`config.mk`:
```
export PLATFORM = sky130hd
export DESIGN_NAME = alu_seq_flat
export DESIGN_NICKNAME = d
export VERILOG_FILES = /design/src/rtl/alu_seq_if.sv /design/src/rtl/alu_seq.sv /design/src/flat_wrapper.sv
export SDC_FILE = /design/constraint.sdc
export NUM_CORES = 1
export LEC_CHECK = 0
export CAP_MARGIN = 10
export CORE_MARGIN = 1
export CORE_UTILIZATION = 49
export DETAILED_ROUTE_END_ITERATION = 10
export PLACE_DENSITY = 0.8
export SLEW_MARGIN = 20
export SYNTH_ARGS = -nofsm -noshare
export SYNTH_HDL_FRONTEND = slang
export SYNTH_SLANG_ARGS = --single-unit
```
`constraint.sdc`:
```
create_clock -name clk -period 1.3 [get_ports clk]
set_input_delay 0.195 -clock clk [delete_from_list [all_inputs] [get_ports clk]]
set_output_delay 0.195 -clock clk [all_outputs]
set_load 0.02 [all_outputs]
```
`src/rtl/alu_seq_if.sv`:
```
// alu_seq_if: operand/opcode request channel and result/flag response channel
// for alu_seq. The master modport is the source/consumer side; the slave
// modport is the ALU.
//
// Handshake semantics (both channels): a transfer happens on a rising clock
// edge where valid && ready are both 1. A source raising valid keeps its
// payload stable until that transfer. ready may be asserted independently of
// valid. Neither ready depends combinationally on the valid it pairs with.
interface alu_seq_if #(
    parameter int WIDTH = 8
);
    logic             in_valid;
    logic             in_ready;
    logic [3:0]       op;
    logic [WIDTH-1:0] a;
    logic [WIDTH-1:0] b;
    logic             out_valid;
    logic             out_ready;
    logic [WIDTH-1:0] res;
    logic             carry;
    logic             overflow;
    logic             zero;
    logic             negative;
    logic             err;

    modport master (
        output in_valid, op, a, b, out_ready,
        input  in_ready, out_valid, res, carry, overflow, zero, negative, err
    );

    modport slave (
        input  in_valid, op, a, b, out_ready,
        output in_ready, out_valid, res, carry, overflow, zero, negative, err
    );
endinterface

```
`src/rtl/alu_seq.sv`:
```
// alu_seq: registered WIDTH-bit ALU with valid/ready on request and result.
// Single-cycle ops are evaluated from the live bus at acceptance and the
// registered result appears one cycle later. With ALU_SEQ_MUL_EN defined,
// opcode 12 runs a WIDTH-iteration shift-add multiplier in the EXEC state;
// without it, opcode 12 is treated as an illegal opcode.
// state_dbg exposes the FSM state: 0 = IDLE, 1 = DONE, 2 = EXEC.
module alu_seq #(
    parameter int WIDTH = 8
) (
    input  logic       clk,
    input  logic       rst_n,
    alu_seq_if.slave   bus,
    output logic [1:0] state_dbg
);
    localparam int SHW = $clog2(WIDTH);

    typedef enum logic [1:0] {
        IDLE = 2'd0,
        DONE = 2'd1,
        EXEC = 2'd2
    } state_t;

    state_t state, state_nxt;

    logic [WIDTH-1:0] res_q;
    logic             carry_q, overflow_q, zero_q, negative_q, err_q;

    // Combinational evaluation of the single-cycle ops on the live request.
    logic [WIDTH-1:0] alu_res;
    logic             alu_carry, alu_overflow, alu_err, is_mul;
    logic [WIDTH:0]   sum_add, sum_sub;
    logic [SHW-1:0]   shamt;

`ifdef ALU_SEQ_MUL_EN
    logic [WIDTH-1:0]   mcand;
    logic [2*WIDTH-1:0] prod, prod_nxt;
    logic [SHW-1:0]     cnt;
    logic [WIDTH:0]     upper_sum;
    logic               last_iter;
`endif

    assign shamt = bus.b[SHW-1:0];

    // Opcode decode and single-cycle result/flag evaluation.
    always_comb begin
        alu_res      = '0;
        alu_carry    = 1'b0;
        alu_overflow = 1'b0;
        alu_err      = 1'b0;
        is_mul       = 1'b0;
        sum_add      = {1'b0, bus.a} + {1'b0, bus.b};
        sum_sub      = {1'b0, bus.a} + {1'b0, ~bus.b} + (WIDTH+1)'(1);
        case (bus.op)
            4'd0: begin
                alu_res      = sum_add[WIDTH-1:0];
                alu_carry    = sum_add[WIDTH];
                alu_overflow = (bus.a[WIDTH-1] == bus.b[WIDTH-1]) &&
                               (sum_add[WIDTH-1] != bus.a[WIDTH-1]);
            end
            4'd1: begin
                alu_res      = sum_sub[WIDTH-1:0];
                alu_carry    = sum_sub[WIDTH];
                alu_overflow = (bus.a[WIDTH-1] != bus.b[WIDTH-1]) &&
                               (sum_sub[WIDTH-1] != bus.a[WIDTH-1]);
            end
            4'd2:  alu_res = ~bus.a;
            4'd3:  alu_res = bus.a & bus.b;
            4'd4:  alu_res = bus.a | bus.b;
            4'd5:  alu_res = bus.a ^ bus.b;
            4'd6:  alu_res = {{(WIDTH-1){1'b0}}, ($signed(bus.a) < $signed(bus.b))};
            4'd7:  alu_res = {{(WIDTH-1){1'b0}}, (bus.a == bus.b)};
            4'd8:  alu_res = {{(WIDTH-1){1'b0}}, (bus.a < bus.b)};
            4'd9:  alu_res = bus.a << shamt;
            4'd10: alu_res = bus.a >> shamt;
            4'd11: alu_res = $signed(bus.a) >>> shamt;
`ifdef ALU_SEQ_MUL_EN
            4'd12: is_mul = 1'b1;
`endif
            default: alu_err = 1'b1;
        endcase
    end

`ifdef ALU_SEQ_MUL_EN
    // One shift-add step: conditionally add the multiplicand into the upper
    // half, then shift the whole product right by one.
    always_comb begin
        upper_sum = {1'b0, prod[2*WIDTH-1:WIDTH]} +
                    (prod[0] ? {1'b0, mcand} : {(WIDTH+1){1'b0}});
        prod_nxt  = {upper_sum, prod[WIDTH-1:1]};
        last_iter = (cnt == SHW'(WIDTH-1));
    end
`endif

    // FSM state register.
    always_ff @(posedge clk or negedge rst_n) begin
        if (!rst_n) state <= IDLE;
        else        state <= state_nxt;
    end

    // Next-state logic and handshake outputs.
    always_comb begin
        state_nxt     = state;
        bus.in_ready  = 1'b0;
        bus.out_valid = 1'b0;
        case (state)
            IDLE: begin
                bus.in_ready = rst_n;
                if (bus.in_valid) state_nxt = is_mul ? EXEC : DONE;
            end
`ifdef ALU_SEQ_MUL_EN
            EXEC: begin
                if (last_iter) state_nxt = DONE;
            end
`endif
            DONE: begin
                bus.out_valid = 1'b1;
                if (bus.out_ready) state_nxt = IDLE;
            end
            default: state_nxt = IDLE;
        endcase
    end

    // Result/flag registers and multiplier datapath; held while in DONE.
    always_ff @(posedge clk or negedge rst_n) begin
        if (!rst_n) begin
            res_q      <= '0;
            carry_q    <= 1'b0;
            overflow_q <= 1'b0;
            zero_q     <= 1'b0;
            negative_q <= 1'b0;
            err_q      <= 1'b0;
`ifdef ALU_SEQ_MUL_EN
            mcand      <= '0;
            prod       <= '0;
            cnt        <= '0;
`endif
        end else begin
            case (state)
                IDLE: begin
                    if (bus.in_valid) begin
`ifdef ALU_SEQ_MUL_EN
                        if (is_mul) begin
                            mcand <= bus.a;
                            prod  <= {{WIDTH{1'b0}}, bus.b};
                            cnt   <= '0;
                        end else begin
`else
                        begin
`endif
                            res_q      <= alu_res;
                            carry_q    <= alu_carry;
                            overflow_q <= alu_overflow;
                            zero_q     <= (alu_res == '0);
                            negative_q <= alu_res[WIDTH-1];
                            err_q      <= alu_err;
                        end
                    end
                end
`ifdef ALU_SEQ_MUL_EN
                EXEC: begin
                    prod <= prod_nxt;
                    cnt  <= cnt + SHW'(1);
                    if (last_iter) begin
                        res_q      <= prod_nxt[WIDTH-1:0];
                        carry_q    <= |prod_nxt[2*WIDTH-1:WIDTH];
                        overflow_q <= 1'b0;
                        zero_q     <= (prod_nxt[WIDTH-1:0] == '0);
                        negative_q <= prod_nxt[WIDTH-1];
                        err_q      <= 1'b0;
                    end
                end
`endif
                default: ;
            endcase
        end
    end

    assign bus.res      = res_q;
    assign bus.carry    = carry_q;
    assign bus.overflow = overflow_q;
    assign bus.zero     = zero_q;
    assign bus.negative = negative_q;
    assign bus.err      = err_q;
    assign state_dbg    = state;
endmodule
```
`src/flat_wrapper.sv`:
```
// flat-port wrapper written by rule: the top's interface ports become plain ports
module alu_seq_flat 
#(
    parameter int WIDTH = 8
)
  (clk, rst_n, state_dbg, bus_in_valid, bus_op, bus_a, bus_b, bus_out_ready, bus_in_ready, bus_out_valid, bus_res, bus_carry, bus_overflow, bus_zero, bus_negative, bus_err);
  alu_seq_if #(.WIDTH(WIDTH)) bus_i ();
  input  logic clk;
  input  logic rst_n;
  output logic [1:0] state_dbg;
  input wire logic [$bits(bus_i.in_valid)-1:0] bus_in_valid;
  input wire logic [$bits(bus_i.op)-1:0] bus_op;
  input wire logic [$bits(bus_i.a)-1:0] bus_a;
  input wire logic [$bits(bus_i.b)-1:0] bus_b;
  input wire logic [$bits(bus_i.out_ready)-1:0] bus_out_ready;
  output wire logic [$bits(bus_i.in_ready)-1:0] bus_in_ready;
  output wire logic [$bits(bus_i.out_valid)-1:0] bus_out_valid;
  output wire logic [$bits(bus_i.res)-1:0] bus_res;
  output wire logic [$bits(bus_i.carry)-1:0] bus_carry;
  output wire logic [$bits(bus_i.overflow)-1:0] bus_overflow;
  output wire logic [$bits(bus_i.zero)-1:0] bus_zero;
  output wire logic [$bits(bus_i.negative)-1:0] bus_negative;
  output wire logic [$bits(bus_i.err)-1:0] bus_err;
  assign bus_i.in_valid = bus_in_valid;
  assign bus_i.op = bus_op;
  assign bus_i.a = bus_a;
  assign bus_i.b = bus_b;
  assign bus_i.out_ready = bus_out_ready;
  assign bus_in_ready = bus_i.in_ready;
  assign bus_out_valid = bus_i.out_valid;
  assign bus_res = bus_i.res;
  assign bus_carry = bus_i.carry;
  assign bus_overflow = bus_i.overflow;
  assign bus_zero = bus_i.zero;
  assign bus_negative = bus_i.negative;
  assign bus_err = bus_i.err;
  alu_seq #(.WIDTH(WIDTH)) u_core (.clk(clk), .rst_n(rst_n), .bus(bus_i), .state_dbg(state_dbg));
endmodule
```
==> results.toml, run 1 <==
[floorplanning]
placeableCoreArea_sq_um = 4720
floorplan.io_pins = 41
die_h_microns = 72.0
floorplan.die.width_microns = 72.0
die_area_sq_um = 5180
initial_utilization_pct = 50.8
std_cell_rows = 25

[synthesis]
synth_edf_count = 0
synth-seq-area-share_pct = 13.6
synthesized_nets = 366
post_synth.cell_area_avg_sq_um = 7.61
postSynth.asyncResetShare_pct = 100
number_of_distinct_standard_cells_referenced_by_the_synthesized_netlist = 58
yosys_most_used_dff = "sky130_fd_sc_hd__dfrtp_1"
post-synth-top-area-cell = "sky130_fd_sc_hd__dfrtp_1"
synth_top_cell_area_share_pct = 13.6
post_synth_instance_area_sq_um = 2400
netlist_instances = 315
netlist_top_cells_area = "sky130_fd_sc_hd__dfrtp_1 (14%), sky130_fd_sc_hd__ha_1 (13%), sky130_fd_sc_hd__o21ai_0 (5.2%)"
netlist_top_cells_count = "sky130_fd_sc_hd__ha_1 (25), sky130_fd_sc_hd__inv_1 (25), sky130_fd_sc_hd__o21ai_0 (25)"
synth-seq-cells = 13
warnings_from_yosys = 0

[cts]
clk_pin_slew_ps = 60
cts_inserted_buffers = 3
clkSinkCount = 13
cts_max_level = 1
ctsHoldBuffers = 0
clock_latency_at_the_later_pin_of_the_worst_skew_pair_ps = 250
cts_tree = "built"
cts_root_buf = "sky130_fd_sc_hd__clkbuf_8"
clock_path_buffers = 2

[place]
place.gp.congestion = 0.955
place_ws_ps = -1650
placed_cells = 492
place_hpwl_mm = 6.94
place.port_buffers = 39

[routing]
routed_via_density = 7.33
route.detailed.wl_per_inst_microns = 26.5
drtAntennaViolNets = 0
drt_pre_antenna_iters = 10
detailroute.via_count = 3812
routed_wl_mm = 13.8
drt_first_iter_violations = 638
drc = 0

[final_layout]
diodes = 0
post-route-util_pct = 92.3
fraction_of_layout_cells_with_a_size_suffix_above_1_pct = 53.6
num-nets-final = 505
synthToLayoutAreaGrowth_pct = 81.7
layout.cells.non_filler = 520

[timing]
fmax_ghz = 0.415
report.final.slew_viol_count = 0
worst-slew-pin-transition_ps = 840
timing.final.crit_period_ps = 2410
finalCritPeriodShare_pct = 185
grt_setup_unrepaired = "yes"
timing.clock.skew_ps = 4.79
setup_violations = 15
finalWorstSetupSlack_ps = -1110
report.final.hold_viol_count = 0
max_transition_margin_pct = 43.5

[critical_path]
max_incr_delay_on_cp_ps = 700
timing.critical_path.to_type = "flop"
worstPathMaxFanout = 18
timing.critical_path.slowest_stage_cell = "sky130_fd_sc_hd__nor3_1"
r2r_setup_slack_ps = -390
worst-r2r-cell-count = 6
worstReg2RegStart = "u_core.state_dbg[0]"
criticalPathCategory = "in -> reg"
crit_path_buffers_inverters = 3
worst_ep_required_time_ps = 1440
reg2reg_to = "u_core.bus.zero"
startpoint_type = "input port"
cp_data_arrival_time_ps = 2550
cp_common_cell = "sky130_fd_sc_hd__buf_8"
crit_family = "compound AO/OA/AOI/OAI gates"
worstPathCellList = "buf_4 -> buf_8 -> buf_8 -> nor3_1 -> mux2i_1 -> a21oi_1 -> o21ai_0 -> o211ai_1 -> o41ai_2"

[pwr]
powerDensity_nw_per_um2 = 690
report.power.total_mw = 3.01
max-vdd-ir-drop_mv = 0.512
cellLeakagePower_nw = 1.98

[grt]
maximum_number_of_pins_on_one_net_before_global_route_repair = 21
first_global_vias = 3233
antenna_violations_before_repair = 0
grt_pass1_wl_mm = 15.7
gr_util_all_layers_pct = 39.0
grt_overflow = 0

[status]
failed_checks = "setup timing"
status = "finished, violations left"

[hold_path]
path_category_of_the_worst_min_delay_check = "in -> async"

[job]
count_of_max_cap_constraint_violations = 0
## cell type report
class | count | area [sq um]
clock buffers | 4 | 45.0
fillers | 166 | 365
inverters | 26 | 128
multi-input cells | 248 | 2370
flip-flops and latches | 13 | 325
well taps | 67 | 83.8
repair buffers | 162 | 1410
## stage by stage
step	area, sq um	hold slack (ps)	TNS (ps)
after floorplan	2550	-101	-5490
after global placement	3590	459	-15060
after detailed placement	3590	485	-15710
after CTS	4010	313	-6810
after global routing	4360	346	-8820
final	4360	328	-8770
## layout by cell type (no fill, tap or decap), drive strengths merged, types with 6 or more instances in the layout
cell,synthesis,final
o21ai,25,25
a211oi,7,7
clkbuf,11,7
dlygate4sd2,0,21
inv,26,24
nand3,10,10
mux2i,6,6
a21oi,19,19
o22ai,8,8
dfrtp,13,13
buf,17,134
ha,25,25
nor2,22,22
nand2,24,24
xnor2,6,6
nor2b,7,7
nor3,13,13
## logic make-up (layout without fill, tap and decap cells)
logic type                 Yosys count  in the layout  synth area share [%]
other                                1              1                 0.156
muxes                               15             15                  8.76
buffers and inverters               54            192                  10.6
DFF                                 13             13                  13.6
xor gates and xnor gates             7              7                  2.56
AOI/OAI and AO/OA                  103            103                  30.0
adders and majority gates           27             27                  14.7
and+or+nand+nor                     95             95                  19.7
## worst max-delay path by stage
| stage | start | end | slack [ps] | depth (start not counted) |
|---|---|---|---|---|
| floorplan | bus_b[1] | u_core.bus.zero | -740 | 10 |
| global placement | bus_a[0] | u_core.bus.zero | -1520 | 11 |
| detailed placement | bus_a[0] | u_core.bus.zero | -1650 | 11 |
| CTS | bus_a[0] | u_core.bus.zero | -830 | 11 |
| global route | bus_b[1] | u_core.bus.zero | -1060 | 9 |
| finish | bus_b[1] | u_core.bus.zero | -1110 | 9 |
## flip-flops by register name, indices dropped and copies added (netlist names)
name and cells:
u_core.bus.res 7, u_core.bus.carry 1, u_core.bus.err 1, u_core.bus.negative 1, u_core.bus.overflow 1, u_core.bus.zero 1
u_core.state_dbg 1
## power by group
group	internal [mW]	switching [mW]
logic	0.949	1.14
registers	0.483	0.0580
clock network	0.217	0.161
## timing repair
action,4_1_cts,5_1_grt
setup endpoints to repair,27,11
setup buffers,17,12
pin swaps,38,32
gates resized for setup,154,73
endpoints found under the hold margin,0,0
## metal layers
metal | vias to the layer above | GRT usage (%) | wire, microns
li1 | 1426 | - | -
met4 | 0 | 18.7 | 1430
met5 | - | 0 | 0
met1 | 1681 | 45.0 | 4420
met2 | 506 | 69.0 | 5890
met3 | 199 | 8.06 | 2060
Note: power is estimated with default switching activity, not from simulation.
==> run 2, diff against run 1 <==
--- a/config.mk
+++ b/config.mk
@@ -7,8 +7,9 @@
 export LEC_CHECK = 0
 export CAP_MARGIN = 10
 export CORE_MARGIN = 1
-export CORE_UTILIZATION = 49
+export CORE_UTILIZATION = 59
 export DETAILED_ROUTE_END_ITERATION = 10
+export DONT_BUFFER_PORTS = 1
 export PLACE_DENSITY = 0.8
 export SLEW_MARGIN = 20
 export SYNTH_ARGS = -nofsm -noshare
==> run 2 against run 1 <==
The flow still finishes with violations (setup timing). First-iteration DRC count down 65%. Critical path depth up 1. Global-route usage down 1.7 points. Clock power about the same. Register-to-register slack better by 150 ps. Setup slack better by 440 ps. Wire length down 40%. Fmax up 22%. Cell area down 25%. Die area down 17%. Cell count down 21%. Combinational power down 40%.
==> results.toml, run 2 (synthesis results as in run 1) <==
[status]
status = "finished, violations left"
failed_checks = "setup timing"

[critical_path]
cp_data_arrival_time_ps = 2130
worst-r2r-cell-count = 5
r2r_setup_slack_ps = -240
timing.critical_path.slowest_stage_cell = "sky130_fd_sc_hd__o41ai_2"
worstPathMaxFanout = 8
worstPathCellList = "clkinvlp_4 -> buf_6 -> ha_4 -> o21bai_4 -> nand2_2 -> o31ai_2 -> a221o_1 -> mux2i_1 -> nand3_2 -> o41ai_2"
startpoint_type = "input port"
max_incr_delay_on_cp_ps = 340
crit_family = "compound AO/OA/AOI/OAI gates"
worstReg2RegStart = "u_core.state_dbg[0]"
reg2reg_to = "u_core.bus.zero"
crit_path_buffers_inverters = 2
timing.critical_path.to_type = "flop"
criticalPathCategory = "in -> reg"
worst_ep_required_time_ps = 1460

[routing]
routed_via_density = 6.69
drt_first_iter_violations = 224
drt_pre_antenna_iters = 5
drtAntennaViolNets = 0
route.detailed.wl_per_inst_microns = 20.1
drc = 0
detailroute.via_count = 2761
routed_wl_mm = 8.32

[final_layout]
num-nets-final = 417
mostFrequentLayoutCell = "sky130_fd_sc_hd__buf_4"
largest_register_ff_count = 7
final.fill_count = 212
fraction_of_layout_cells_with_a_size_suffix_above_1_pct = 39.7
synthToLayoutAreaGrowth_pct = 35.6
final_cell_mix = "sky130_fd_sc_hd__buf_4 (64), sky130_fd_sc_hd__nor2_1 (22), sky130_fd_sc_hd__nand2_1 (22)"
layout.cells.non_filler = 413
diodes = 0
final_cell_area_sq_um = 3250

[cts]
cts_tree = "built"
clock_latency_at_the_later_pin_of_the_worst_skew_pair_ps = 260
cts_inserted_buffers = 3
clk_pin_slew_ps = 50
clkSinkCount = 13
clock_path_buffers = 2
cts_root_buf = "sky130_fd_sc_hd__clkbuf_8"
cts_max_level = 1

[floorplanning]
die_area_sq_um = 4320
floorplan.io_pins = 41
placeableCoreArea_sq_um = 3770
die_h_microns = 65.8
std_cell_rows = 22
floorplan.die.width_microns = 65.8
initial_utilization_pct = 63.6

[timing]
fmax_ghz = 0.507
report.final.slew_viol_count = 0
report.final.hold_viol_count = 0
timing.clock.skew_ps = 1.72
finalCritPeriodShare_pct = 152
grt_setup_unrepaired = "yes"
finalWorstSetupSlack_ps = -674
setup_violations = 11
worst-slew-pin-transition_ps = 546
timing.final.crit_period_ps = 1970
max_transition_margin_pct = 63.5

[place]
post_dp_cell_area_sq_um = 2870
place.gp.congestion = 0.945
placed_cells = 395
place.port_buffers = 0
place_hpwl_mm = 5.54

[grt]
gr_util_all_layers_pct = 37.3
grt_pass1_wl_mm = 12.2
first_global_vias = 2516
grt_overflow = 0
antenna_violations_before_repair = 0
maximum_number_of_pins_on_one_net_before_global_route_repair = 35

[hold_path]
path_category_of_the_worst_min_delay_check = "in -> reg"
worstHoldPathCells = 1
holdPathEnd = "u_core.state_dbg[0]"
hold_path.startpoint = "bus_out_ready"

[pwr]
cellLeakagePower_nw = 1.42
powerDensity_nw_per_um2 = 693
max-vdd-ir-drop_mv = 0.402

[job]
count_of_max_cap_constraint_violations = 0
## run 2: power breakdown
part           switching (mW)  internal (mW)  leakage (nW)  total, mW
Clock                   0.162          0.218        0.0228      0.380
Sequential              0.134          0.482         0.166      0.616
Combinational           0.617          0.639          1.23       1.26
## run 2: through the flow
stage / hold WS, ps / TNS (ps) / power [mW] / util (%) / setup WS, ps
after floorplan: -101 / -5490 / 1.37 / - / -736
final: 52.6 / -5550 / 2.25 / 86.2 / -674
after global placement: -100 / -8020 / 1.59 / 76.2 / -1100
after detailed placement: -100 / -8310 / 1.62 / 76.2 / -1070
after CTS: 52.3 / -4520 / 2.11 / 82.5 / -592
after global routing: 64.3 / -6190 / 2.36 / 86.2 / -746
## run 2: final cells by class
cell class / instances / area [sq um] / area share, %
clock buffer: 4 / 45.0 / 1.39
inverter: 26 / 146 / 4.50
multi-input combinational: 248 / 2080 / 64.1
sequential: 13 / 325 / 10.0
tap: 48 / 60.1 / 1.85
timing repair buffer: 74 / 592 / 18.2
## run 2: worst max-delay path by stage
stage                  start         endpoint  slack [ps]  cells past startpoint
floorplan           bus_b[1]  u_core.bus.zero        -740                     10
global placement    bus_b[3]  u_core.bus.zero       -1100                      9
detailed placement  bus_b[3]  u_core.bus.zero       -1070                      9
CTS                 bus_a[1]  u_core.bus.zero        -590                     10
global route        bus_a[1]  u_core.bus.zero        -750                     11
finish              bus_a[1]  u_core.bus.zero        -670                     10
## run 2: timing repair
item,in CTS,in global routing
gates resized for setup,42,19
hold buffers,1,0
cloned,0,0
pin swaps,23,31
endpoints found under the hold margin,13,0
buffers inserted,3,11
endpoints found under the setup margin,11,12
## run 2: routing by layer
| layer | GRT usage [%] | vias to the layer above | part of all wire [%] |
|---|---|---|---|
| li1 | - | 1256 | - |
| met1 | 46.4 | 1283 | 40 |
| met2 | 62.5 | 178 | 47 |
| met3 | 6.08 | 44 | 8.7 |
| met4 | 16.3 | 0 | 4.4 |
| met5 | 0 | - | 0 |
==> run 3, diff against run 2 <==
--- a/config.mk
+++ b/config.mk
@@ -5,9 +5,11 @@
 export SDC_FILE = /design/constraint.sdc
 export NUM_CORES = 1
 export LEC_CHECK = 0
+export ABC_AREA = 1
 export CAP_MARGIN = 10
 export CORE_MARGIN = 1
 export CORE_UTILIZATION = 59
+export CTS_BUF_LIST = sky130_fd_sc_hd__clkbuf_16
 export DETAILED_ROUTE_END_ITERATION = 10
 export DONT_BUFFER_PORTS = 1
 export PLACE_DENSITY = 0.8
==> run 3 against run 2 <==
The run now fails in 5_1_grt. Synthesized cell count increased by 50%. Synthesized area grew 5.5%.
==> results.toml, run 3 <==
[floorplanning]
floorplan.die.width_microns = 67.5
floorplan.io_pins = 41
die_h_microns = 67.5
std_cell_rows = 23
initial_utilization_pct = 62.3

[synthesis]
synth_compound_area_share_pct = 8.11
postSynth.asyncResetShare_pct = 100
warnings_from_yosys = 0
synthAdderAreaFrac_pct = 13.9
synth.mux.area_fraction_pct = 0
synthesized_nets = 525
post-synth-top-area-cell = "sky130_fd_sc_hd__nand2_1"
synth.most_common_cell = "sky130_fd_sc_hd__nand2_1"
netlist_top_cells_area = "sky130_fd_sc_hd__nand2_1 (27%), sky130_fd_sc_hd__nand3_1 (13%), sky130_fd_sc_hd__dfrtp_1 (13%)"
netlist_top_cells_count = "sky130_fd_sc_hd__nand2_1 (180), sky130_fd_sc_hd__nand3_1 (66), sky130_fd_sc_hd__inv_1 (63)"
post_synth.cell_area_avg_sq_um = 5.34
yosys_most_used_dff = "sky130_fd_sc_hd__dfrtp_1"
number_of_distinct_standard_cells_referenced_by_the_synthesized_netlist = 27
synth_edf_count = 0
synth_top_family_by_area = "simple AND/OR/NAND/NOR gates"
netlist_instances = 474
post_synth_instance_area_sq_um = 2530
synth-seq-cells = 13
synth_xor_xnor_area_share_pct = 0.346
synthSimpleGateAreaFrac_pct = 51.4
synth_top_cell_area_share_pct = 26.7
synth-seq-area-share_pct = 12.9

[grt]
gr_util_all_layers_pct = 72.8
maximum_number_of_pins_on_one_net_before_global_route_repair = 20
grt_overflow = 15

[place]
place_hpwl_mm = 6.89
place.port_buffers = 0
place_ws_ps = -629
place.gp.congestion = 1.02

[cts]
cts_inserted_buffers = 3
cts_max_level = 1
clkSinkCount = 13
clock_path_buffers = 2
cts_root_buf = "sky130_fd_sc_hd__clkbuf_16"

[status]
last-stage-reached = "5_1_grt"
status = "stopped before the end"
firstError = "[ERROR GRT-0232] Routing congestion too high. Check the congestion heatmap in the GUI."

[timing]
worstEndpointType = "register data pin"
timing.grt.repair.worst_endpoint = "u_core.bus.zero$_DFFE_PN0P_/D"
## run 3: cell types whose count changed after synthesis, moves of 11 or more
cell                      before  now
sky130_fd_sc_hd__inv_1        25   63
sky130_fd_sc_hd__nand2_1      24  180
sky130_fd_sc_hd__nand3_1      10   66
sky130_fd_sc_hd__nor2_1       22   52
sky130_fd_sc_hd__nor3_1       13    1
sky130_fd_sc_hd__o21ai_0      25   14
## run 3: what timing repair did
| action | in CTS |
|---|---|
| setup buffers | 11 |
| setup endpoints to repair | 12 |
| hold endpoints to repair | 13 |
| resized for setup | 82 |
| pin swaps | 41 |
| hold buffers | 1 |
## run 3: metrics by stage
step	TNS, ps	instances	utilization [%]	hold slack [ps]	cell area [sq um]
CTS	-1020	594	87.9	67.9	3570
detailed placement	-5060	578	76.7	-100	3110
global placement	-4610	578	76.7	-100	3110
floorplan	-3090	474	-	-101	2630
## run 3: cell families after synthesis
| kind of cell | count (synthesis) |
|---|---|
| flops | 13 |
| simple gates | 314 |
| compound gates | 37 |
| xor+xnor | 1 |
| fa+ha+maj | 27 |
| buf+inv | 81 |
| other cells | 1 |
## run 3: per-layer routing
metal	track usage [%]	overflow
met4	79.3	12
met3	52.7	0
met1	72.8	0
met5	3.75	0
met2	91.5	3
==> run 4, diff against run 3 <==
--- a/config.mk
+++ b/config.mk
@@ -8,11 +8,10 @@
 export ABC_AREA = 1
 export CAP_MARGIN = 10
 export CORE_MARGIN = 1
-export CORE_UTILIZATION = 59
-export CTS_BUF_LIST = sky130_fd_sc_hd__clkbuf_16
+export CORE_UTILIZATION = 40
 export DETAILED_ROUTE_END_ITERATION = 10
 export DONT_BUFFER_PORTS = 1
-export PLACE_DENSITY = 0.8
+export PLACE_DENSITY_LB_ADDON = 0.15
 export SLEW_MARGIN = 20
 export SYNTH_ARGS = -nofsm -noshare
 export SYNTH_HDL_FRONTEND = slang
==> constraint.sdc (replaced) <==
create_clock -name clk -period 1.7 [get_ports clk]
set_input_delay 0.255 -clock clk [delete_from_list [all_inputs] [get_ports clk]]
set_output_delay 0.255 -clock clk [all_outputs]
set_load 0.02 [all_outputs]
==> run 4 against run 3 <==
The run now ends clean. Synthesized area unchanged. Synthesized cell count unchanged.
==> results.toml, run 4 <==
[status]
status = "complete, no violations"

[hold_path]
path_category_of_the_worst_min_delay_check = "in -> reg"
holdPathEnd = "u_core.state_dbg[0]"
hold_path.startpoint = "bus_out_ready"
worstHoldPathCells = 1

[place]
place_hpwl_mm = 7.06
place_ws_ps = -309
place.gp.congestion = 0.917
place.port_buffers = 0
post_dp_cell_area_sq_um = 3070

[routing]
routed_via_density = 5.24
routed_wl_mm = 8.89
drt_pre_antenna_iters = 5
drc = 0
detailroute.via_count = 3162
drtAntennaViolNets = 0
drt_first_iter_violations = 203
route.detailed.wl_per_inst_microns = 14.7

[final_layout]
num-nets-final = 581
diodes = 0
largest_register_ff_count = 7
final_cell_mix = "sky130_fd_sc_hd__nand2_1 (174), sky130_fd_sc_hd__buf_4 (67), sky130_fd_sc_hd__nand3_1 (62)"
synthToLayoutAreaGrowth_pct = 29.6
final.fill_count = 640
fraction_of_layout_cells_with_a_size_suffix_above_1_pct = 21.2
mostFrequentLayoutCell = "sky130_fd_sc_hd__nand2_1"
final_cell_area_sq_um = 3280

[timing]
timing.clock.skew_ps = 2.54
report.final.slew_viol_count = 0
finalCritPeriodShare_pct = 96.1
worst-slew-pin-transition_ps = 609
finalWorstSetupSlack_ps = 66.5
max_transition_margin_pct = 59.3
setup_violations = 0
report.final.hold_viol_count = 0
fmax_ghz = 0.612
timing.final.crit_period_ps = 1630

[critical_path]
timing.critical_path.to_type = "flop"
worstPathMaxFanout = 5
worstSetupStartpoint = "bus_a[0]"
startpoint_type = "input port"
worst_ep_required_time_ps = 1860
r2r_setup_slack_ps = 320
reg2reg_to = "u_core.bus.zero"
cp_data_arrival_time_ps = 1790
worstReg2RegStart = "u_core.state_dbg[0]"
criticalPathCategory = "in -> reg"
worst-r2r-cell-count = 6

[cts]
cts_inserted_buffers = 3
clk_pin_slew_ps = 50
cts_root_buf = "sky130_fd_sc_hd__clkbuf_8"
clkSinkCount = 13
cts_max_level = 1
clock_latency_at_the_later_pin_of_the_worst_skew_pair_ps = 230
clock_path_buffers = 2
cts_tree = "built"

[pwr]
report.power.total_mw = 1.62
powerDensity_nw_per_um2 = 494
cellLeakagePower_nw = 1.82
max-vdd-ir-drop_mv = 0.628

[synthesis]
warnings_from_yosys = 0
netlist_top_cells_area = "sky130_fd_sc_hd__nand2_1 (27%), sky130_fd_sc_hd__nand3_1 (13%), sky130_fd_sc_hd__dfrtp_1 (13%)"
post-synth-top-area-cell = "sky130_fd_sc_hd__nand2_1"
netlist_top_cells_count = "sky130_fd_sc_hd__nand2_1 (180), sky130_fd_sc_hd__nand3_1 (66), sky130_fd_sc_hd__inv_1 (63)"
postSynth.asyncResetShare_pct = 100
synth_top_cell_area_share_pct = 26.7
yosys_most_used_dff = "sky130_fd_sc_hd__dfrtp_1"
post_synth_instance_area_sq_um = 2530
synth-seq-area-share_pct = 12.9
netlist_instances = 474
synthesized_nets = 525
synth_edf_count = 0
number_of_distinct_standard_cells_referenced_by_the_synthesized_netlist = 27
post_synth.cell_area_avg_sq_um = 5.34
synth.most_common_cell = "sky130_fd_sc_hd__nand2_1"
synth-seq-cells = 13

[grt]
antenna_violations_before_repair = 0
first_global_vias = 3053
grt_pass1_wl_mm = 14.5
gr_util_all_layers_pct = 28.1
grt_overflow = 0
maximum_number_of_pins_on_one_net_before_global_route_repair = 20

[floorplanning]
die_area_sq_um = 6650
die_h_microns = 81.5
initial_utilization_pct = 42.0
std_cell_rows = 28
placeableCoreArea_sq_um = 6030
floorplan.io_pins = 41
floorplan.die.width_microns = 81.5

[job]
count_of_max_cap_constraint_violations = 0
-- run 4: metrics by stage --
step | hold WS, ps | setup TNS [ps] | utilization (%) | std cells
final | 129 | 0 | 54.4 | 604
after global routing | 131 | -28.5 | 54.4 | 604
after CTS | 132 | 0 | 52.0 | 603
after detailed placement | -40.3 | -1700 | 50.9 | 598
after global placement | -40.4 | -1580 | 50.9 | 598
after floorplan | -40.6 | -147 | - | 474
-- run 4: worst max path at each step --
stage | to | slack (ps) | cells past startpoint
4_1_cts | u_core.bus.zero | 10 | 12
6_report | u_core.bus.zero | 70 | 14
5_1_grt | u_core.bus.zero | -30 | 14
3_5_place_dp | u_core.bus.zero | -310 | 14
2_1_floorplan | u_core.bus.zero | -90 | 16
3_3_place_gp | u_core.bus.zero | -300 | 12
-- run 4: layout make-up --
class	instances	area (sq um)	area share (%)
inverter	64	246	7.52
timing repair buffer	68	513	15.6
clock buffer	4	45.0	1.37
multi-input combinational	380	2060	62.7
sequential	13	325	9.92
tap	75	93.8	2.86
-- run 4: kinds of logic after synthesis --
kind of cell,Yosys count,synth area share [%]
AOI/OAI and AO/OA,37,8.11
xor gates and xnor gates,1,0.346
adders and majority gates,27,13.9
buffers and inverters,81,13.2
DFF,13,12.9
other,1,0.148
and+or+nand+nor,314,51.4
-- run 4: what timing repair did --
| action | 4_1_cts | 5_1_grt |
|---|---|---|
| gates resized for setup | 3 | 34 |
| pin swaps | 1 | 12 |
| buffers inserted | 0 | 1 |
| hold buffers | 1 | 0 |
| endpoints found under the hold margin | 13 | 0 |
| endpoints found under the setup margin | 1 | 6 |
-- run 4: layer usage --
metal / vias to the layer above / GRT usage (%) / share of wire (%)
met5: - / 0 / 0
met4: 0 / 8.39 / 2.4
met3: 17 / 3.78 / 7.0
met2: 128 / 46.3 / 45
met1: 1417 / 37.7 / 45
li1: 1600 / - / -
-- run 4: where the power goes --
group	internal, mW	switching, mW
Sequential	0.375	0.142
Clock	0.165	0.0995
Combinational	0.368	0.470
-- run 4: critical path, stage by stage --
cell and delay (ps):
sky130_fd_sc_hd__inv_1 70, sky130_fd_sc_hd__ha_4 190, sky130_fd_sc_hd__fa_2 400, sky130_fd_sc_hd__inv_2 70, sky130_fd_sc_hd__nand2_2 70, sky130_fd_sc_hd__nand2_4 90, sky130_fd_sc_hd__nand2_2 50, sky130_fd_sc_hd__nand2_1 50
sky130_fd_sc_hd__nand2_1 40, sky130_fd_sc_hd__nand3_1 70, sky130_fd_sc_hd__nand3_2 90, sky130_fd_sc_hd__nor2_2 130, sky130_fd_sc_hd__nand3_1 80, sky130_fd_sc_hd__o21bai_1 130
